File: config.mk
export PLATFORM = sky130hd
export DESIGN_NAME = counter_share_ctrl
export DESIGN_NICKNAME = d
export VERILOG_FILES = /design/src/rtl/counter_share_ctrl_pkg.sv /design/src/rtl/counter_share_ctrl_rr_arbiter.sv /design/src/rtl/counter_share_ctrl.sv
export SDC_FILE = /design/constraint.sdc
export NUM_CORES = 1
export LEC_CHECK = 0
export BUFFER_PORTS_ARGS = -buffer_cell sky130_fd_sc_hd__clkbuf_2
export CORE_ASPECT_RATIO = 1.2
export CORE_MARGIN = 1
export CORE_UTILIZATION = 40
export DETAILED_ROUTE_END_ITERATION = 8
export GPL_TIMING_DRIVEN = 0
export HOLD_SLACK_MARGIN = 0.06
export SLEW_MARGIN = 40
export SYNTH_ARGS = -nofsm -noshare
export SYNTH_HDL_FRONTEND = slang
export SYNTH_SLANG_ARGS = --single-unit
File: constraint.sdc
create_clock -name clock -period 1.7 [get_ports clock]
set_input_delay 0.34 -clock clock [delete_from_list [all_inputs] [get_ports clock]]
set_output_delay 0.34 -clock clock [all_outputs]
set_load 0.01 [all_outputs]
File: src/rtl/counter_share_ctrl_pkg.sv
// Shared types and defaults for the shared delay-counter controller.
package counter_share_ctrl_pkg;

    localparam int DEF_WIDTH = 4;
    localparam int DEF_N_REQ = 2;

    typedef enum logic [1:0] {
        ST_IDLE  = 2'd0,
        ST_COUNT = 2'd1,
        ST_DONE  = 2'd2
    } state_t;

endpackage

File: src/rtl/counter_share_ctrl_rr_arbiter.sv
// Combinational round-robin pick: first set request at or above ptr, wrapping.
module counter_share_ctrl_rr_arbiter #(
    parameter int N_REQ = 2,
    parameter int PW    = 1
) (
    input  logic [N_REQ-1:0] req,
    input  logic [PW-1:0]    ptr,
    output logic [N_REQ-1:0] pick,
    output logic [PW-1:0]    win,
    output logic             found
);

    logic [PW-1:0] k;

    always_comb begin
        pick  = '0;
        win   = '0;
        found = 1'b0;
        k     = '0;
        for (int i = 0; i < N_REQ; i++) begin
            k = PW'((int'(ptr) + i) % N_REQ);
            if (!found && req[k]) begin
                found = 1'b1;
                win   = k;
            end
        end
        if (found) begin
            pick[win] = 1'b1;
        end
    end

endmodule

File: src/rtl/counter_share_ctrl.sv
// Arbitrates a shared up-counter among requesters and runs one timed wait per grant.
//   state    | meaning
//   ST_IDLE  | no grant; arbitrate pending requests
//   ST_COUNT | counter running from 0 up to latched length
//   ST_DONE  | one-cycle done pulse, grant still held
module counter_share_ctrl
    import counter_share_ctrl_pkg::*;
#(
    parameter int N_REQ = DEF_N_REQ,
    parameter int WIDTH = DEF_WIDTH
) (
    input  logic                   clock,
    input  logic                   clear,
    input  logic [N_REQ-1:0]       req,
    input  logic [N_REQ*WIDTH-1:0] len,
    output logic [N_REQ-1:0]       gnt,
    output logic [N_REQ-1:0]       done,
    output logic                   busy,
    output logic [WIDTH-1:0]       cnt
);

    localparam int PW = (N_REQ > 1) ? $clog2(N_REQ) : 1;

    state_t           state_q, state_d;
    logic [WIDTH-1:0] cnt_q, cnt_d;
    logic [WIDTH-1:0] len_q, len_d, len_sel;
    logic [N_REQ-1:0] gnt_q, gnt_d, pick;
    logic [PW-1:0]    ptr_q, ptr_d;
    logic [PW-1:0]    gidx_q, gidx_d;
    logic [PW-1:0]    win;
    logic             found;

    counter_share_ctrl_rr_arbiter #(
        .N_REQ (N_REQ),
        .PW    (PW)
    ) u_arb (
        .req   (req),
        .ptr   (ptr_q),
        .pick  (pick),
        .win   (win),
        .found (found)
    );

    always_comb begin
        len_sel = '0;
        for (int i = 0; i < N_REQ; i++) begin
            if (win == PW'(i)) begin
                len_sel = len[i*WIDTH +: WIDTH];
            end
        end
    end

    always_comb begin
        state_d = state_q;
        cnt_d   = cnt_q;
        len_d   = len_q;
        gnt_d   = gnt_q;
        ptr_d   = ptr_q;
        gidx_d  = gidx_q;
        unique case (state_q)
            ST_IDLE: begin
                cnt_d = '0;
                if (found) begin
                    state_d = ST_COUNT;
                    gnt_d   = pick;
                    gidx_d  = win;
                    len_d   = len_sel;
                    ptr_d   = (win == PW'(N_REQ - 1)) ? '0 : win + 1'b1;
                end
            end
            ST_COUNT: begin
                // Abort takes priority over reaching the terminal count.
                if (!req[gidx_q]) begin
                    state_d = ST_IDLE;
                    gnt_d   = '0;
                    cnt_d   = '0;
                end else if (cnt_q == len_q) begin
                    state_d = ST_DONE;
                end else begin
                    cnt_d = cnt_q + 1'b1;
                end
            end
            ST_DONE: begin
                state_d = ST_IDLE;
                gnt_d   = '0;
                cnt_d   = '0;
            end
            default: begin
                state_d = ST_IDLE;
                gnt_d   = '0;
                cnt_d   = '0;
            end
        endcase
    end

    always_ff @(posedge clock or negedge clear) begin
        if (!clear) begin
            state_q <= ST_IDLE;
            cnt_q   <= '0;
            len_q   <= '0;
            gnt_q   <= '0;
            ptr_q   <= '0;
            gidx_q  <= '0;
        end else begin
            state_q <= state_d;
            cnt_q   <= cnt_d;
            len_q   <= len_d;
            gnt_q   <= gnt_d;
            ptr_q   <= ptr_d;
            gidx_q  <= gidx_d;
        end
    end

    // Outputs decode straight from registers so an async reset clears them at once.
    assign gnt  = gnt_q;
    assign done = (state_q == ST_DONE) ? gnt_q : '0;
    assign busy = (state_q != ST_IDLE);
    assign cnt  = cnt_q;

endmodule

### Word-level counts from Yosys, hierarchy flattened

Index checks and enable logic that the tools add are counted.

* bits in writable memories: 0
* register bits after elaboration: 14
* memories kept: 0
* input bits: 12
* ROM bits: 0
* latch bits: 0

* bitwise gates (word level): 0
* reductions and logical operators: 8
* divide/modulo/power cells: 0
* $lt $le $gt $ge: 5
* shifts and indexed selects: 0
* eq/ne operators: 7
* add/subtract/negate cells: 3
* multiply operators: 0
* muxes and demuxes: 25

Operator list (number)
* $mux W4: 4
* $mux W1: 12
* $mux W2: 6
* $lt A1 B2 Y1 const B: 4
* $pmux W2 S2: 2
* $ne A3 B3 Y1 const B: 2
* $reduce_and A2 Y1: 3
* $add A4 B1 Y4 const B: 1
* $eq A4 B4 Y1: 1
* $ne A2 B2 Y1 const B: 2
* $add A1 B1 Y1 const B: 2
* $eq A2 B1 Y1 const B: 1
* $eq A2 B2 Y1 const B: 1
* $logic_and A1 B1 Y1: 2
* $logic_not A2 Y1: 1
* $reduce_bool A2 Y1: 1
* $demux W1 S1: 1
* $ge A1 B1 Y1 const B: 1
* $logic_not A1 Y1: 1

### Longest topological paths before layout

* word-level depth: 12
* gate-level depth with buffers: 5
* mapped depth without buffers: 4

### By module

A second synthesis with hierarchy kept.

* cell total of the unflattened synthesis: 69
* area, all modules: 716.9 um^2

Modules (own cells, without submodules)
* counter_share_ctrl: cells each 64, times used 1, area each 684.4 um^2
* counter_share_ctrl_rr_arbiter: cells each 5, times used 1, area each 32.5 um^2

### Least setup slack after synthesis

No wires, ideal clock.

* path kind: register to register
* from: register cnt_q[3] (netlist: cnt[3])
* to: register cnt_q[1] (netlist: cnt[1])
* path buffers: 0
* data arrival time: 1.267 ns
* library setup time: 0.119 ns
* setup slack: 0.314 ns
* clock period less this slack: 1.386 ns
* data required time: 1.581 ns
* stages on the path, launching flop included: 5
* path through: dfrtp_1 > xor2_1 > nor4_4 > mux2i_1 > nor2_1

* cells in the longest elaborated chain, start to end: 2

RTL lines
* from (decl): line counter_share_ctrl.sv:25 `logic [WIDTH-1:0] cnt_q, cnt_d;`
* from (signal assigned): line counter_share_ctrl.sv:106 `cnt_q <= cnt_d;`
* $eq A4 B4 Y1: line counter_share_ctrl.sv:77 `end else if (cnt_q == len_q) begin`
* $ne A3 B3 Y1 (no source line)

Every way passes these cells.
A chain may end at the register's enable or synchronous reset.

### Worst setup path after layout

* from: register cnt_q[2] (netlist: cnt[2])
* to: register cnt_q[1] (netlist: cnt[1])

The elaborated chain is that of the path after synthesis.

==> results by group <==
Placed design
  – Worst slack at placement: 0.218 ns
  – GPL Wtd Cong: 0.614
  – HPWL Detailed: 925 um
  – DP Cell Count: 101
  – Port-buffer cells: 20

Clock tree
  – H-Tree Depth: 1
  – TritonCTS clock tree: yes
  – Max Root-Sink Buffers: 2
  – CTS root buf: clkbuf_4
  – TritonCTS Buffers: 3
  – Hold_buf cts: 1
  – Clock slew seen by the registers of the worst setup and hold paths: 0.09 ns
  – # clock sinks: 14
  – Setup Fix Bufs, Post-CTS: 0
  – Post-cts resize count: 0
  – Latest clock arrival within the worst-skew pair: 0.27 ns

Layout
  – Area Overhead vs Synth: 24.5%
  – N_diodes: 0
  – Filler cells: 148
  – Nets: 102
  – Share of cells above drive strength 1: 30.7%
  – Multi-input gate area: 308 sq um
  – Sequential cell area: 350 sq um
  – Finished Layout Cells: 106

Timing
  – Fin worst setup slack: 0.215 ns
  – Tcrit/Tclk final: 87.3%
  – Final hold vios: 0
  – Slew margin rel.: 67.9%
  – Max Fclk: 0.673 GHz
  – Setup TNS: 0 ns
  – RSZ-0062 raised after global routing: false
  – Min Tclk post-route: 1.48 ns
  – Worst-Margin Slew: 0.478 ns
  – Setup Skew: 0.00295 ns
  – Worst hold margin: 0.276 ns
  – Finish-stage setup viols: 0
  – Count of pins over their slew limit: 0

Synthesis
  – Cells after synthesis: 63
  – Mapped Area: 688 sq um
  – Synth cell types: 22
  – Register bit total from synthesis: 14
  – Syn Area/Cell: 10.9 sq um
  – Synthesized Nets: 76
  – Primary FF master, synth: dfrtp_1
  – Yosys Warn Count: 0
  – Dominant cell type by area after synthesis: dfrtp_1
  – Post-synth EDFFs: 0
  – Top cell type's share of synthesized area: 50.9%
  – Area contributors post-synth: dfrtp_1 (51%), xor2_1 (6.4%), a222oi_1 (5.8%), a21o_1 (4.4%), inv_1 (3.3%)
  – Sequential element share of the synthesized area: 50.9%
  – Post-synth ARST share: 100%

Routing
  – Via/cell ratio: 5.25
  – DR WL/cell: 11.7 um
  – Initial DRC count: 18
  – Antenna Nets Post-Route: 0
  – DRC Markers: 0
  – Via count: 557
  – Drt pass-1 iters: 4
  – Overall routed net length: 1240 um

Worst hold path
  – Tightest Hold Check Type: input port to flip-flop
  – Hold Path Sink: len_q[2]
  – Hold Path Stages: 3
  – Hold Crit Start: len[2]

GRT
  – Initial antenna violation count: 0
  – Total global-route track usage: 14.8%
  – Vias in the first global route: 453
  – Largest net degree at the start of global routing: 15
  – First-pass GRT wire length: 1860 um
  – Remaining Overflow, GRT: 0

Critical path
  – CP startpoint kind: flip-flop
  – Worst R2R Path Depth: 4
  – WP data arrival: 1.66 ns
  – CP Capture Type: flip-flop
  – Worst r2r dst: cnt[1]
  – Critical path peak fanout: 8
  – Crit Path Category: flip-flop to flip-flop
  – RR Startpoint: cnt[2]
  – Worst Path Required: 1.87 ns
  – R2R Setup Slk: 0.22 ns

Floorplan
  – Chip Width: 39.9 um
  – Die ar.: 1890 sq um
  – CORE AREA: 1620 sq um
  – Std cell rows: 16
  – # IOs: 21
  – Die height: 47.4 um
  – Initial cell density of the core: 42.4%

Pwr
  – Worst vdd ir: 0.000755 V
  – Leakage: 0.479 nW
  – Cell Pwr Density: 1570 nW/um^2

Outcome
  – Status: complete, no violations

Run
  – Max-cap violations: 0
## power by group
group | switching [W] | internal [W] | total, W
clock | 0.000107 | 0.000130 | 0.000237
sequential | 0.000109 | 0.000457 | 0.000566
combinational | 0.000285 | 0.000258 | 0.000544
total | 0.000501 | 0.000845 | 0.00135
## registers in the layout, indices dropped and copies added, names as in the netlist
| signal | cells |
|---|---|
| cnt | 4 |
| gidx_q | 1 |
| gnt | 2 |
| len_q | 4 |
| ptr_q | 1 |
| state_q | 2 |
## synthesized netlist by cell type, drive strengths merged (2+ instances only)
library cell   n
nor2           3
nand2b         2
and3           2
a21oi          3
inv            6
o21ai          4
clkbuf         2
or3            3
dfrtp         14
a21o           4
mux2i          2
xor2           5
and3b          2
a222oi         4
## routing by layer
| layer | GRT usage (%) | up-vias | part of all wire [%] |
|---|---|---|---|
| li1 | - | 276 | - |
| met1 | 19.7 | 263 | 46 |
| met2 | 22.6 | 16 | 49 |
| met3 | 1.40 | 2 | 4.1 |
| met4 | 10.3 | 0 | 0.48 |
| met5 | 0 | - | 0 |
## metrics by stage
stage	cell area [sq um]	total power [W]	utilization, %
6_report	857	0.00135	52.9
5_1_grt	857	0.00146	52.9
4_1_cts	857	0.00136	52.9
3_5_place_dp	811	0.00112	50.0
3_3_place_gp	811	0.00111	50.0
2_1_floorplan	688	0.000965	-
## worst max-delay path: stages (launching register included)
cell and delay [ns]:
dfrtp_1 0.44, xor2_1 0.19, nor4_4 0.45, mux2i_1 0.25, nor2_1 0.05
## cells in the final DEF, fill, tap and decap left out
cell type	synthesis	final
nand2b_1	2	2
or3b_2	1	1
dfrtp_1	14	14
mux2i_1	2	2
a222oi_1	4	4
or3_1	3	3
inv_1	6	6
a21o_1	4	4
and3_1	2	2
dlygate4sd3_1	0	1
o21ai_0	3	3
nand3_1	1	1
clkbuf_8	0	1
nor2_1	3	3
clkbuf_1	2	2
and2_2	1	1
and3b_1	2	2
nor4_4	1	1
o21ai_1	1	1
nand2_1	1	1
clkbuf_2	0	20
clkbuf_4	0	3
a21oi_1	3	3
nor3b_1	1	1
xor2_1	5	5
ha_1	1	1
## logic make-up after synthesis
logic type                 synth area share [%]
muxes                                      2.91
DFF                                        50.9
and+or+nand+nor                            18.4
AOI/OAI and AO/OA                          15.3
xor gates and xnor gates                   6.36
buffers and inverters                      4.36
adders and majority gates                  1.82
## final cells by class
class	instances	share of cell area [%]
Multi-Input combinational cell	41	35.9
Buffer	2	0.876
Timing Repair Buffer	21	12.8
Tap cell	18	2.63
Sequential cell	14	40.9
Clock buffer	4	4.23
Inverter	6	2.63
## worst max path at each step
stage	startpoint	to	slack, ns	depth (start not counted)
6_report	cnt[2]	cnt[1]	0.22	4
5_1_grt	cnt[2]	cnt[3]	0.13	4
4_1_cts	cnt[2]	cnt[1]	0.20	4
3_5_place_dp	cnt[2]	cnt[1]	0.22	4
3_3_place_gp	cnt[0]	cnt[1]	0.24	4
2_1_floorplan	cnt[3]	cnt[1]	0.31	4
Note: power is estimated with default switching activity, not from simulation.
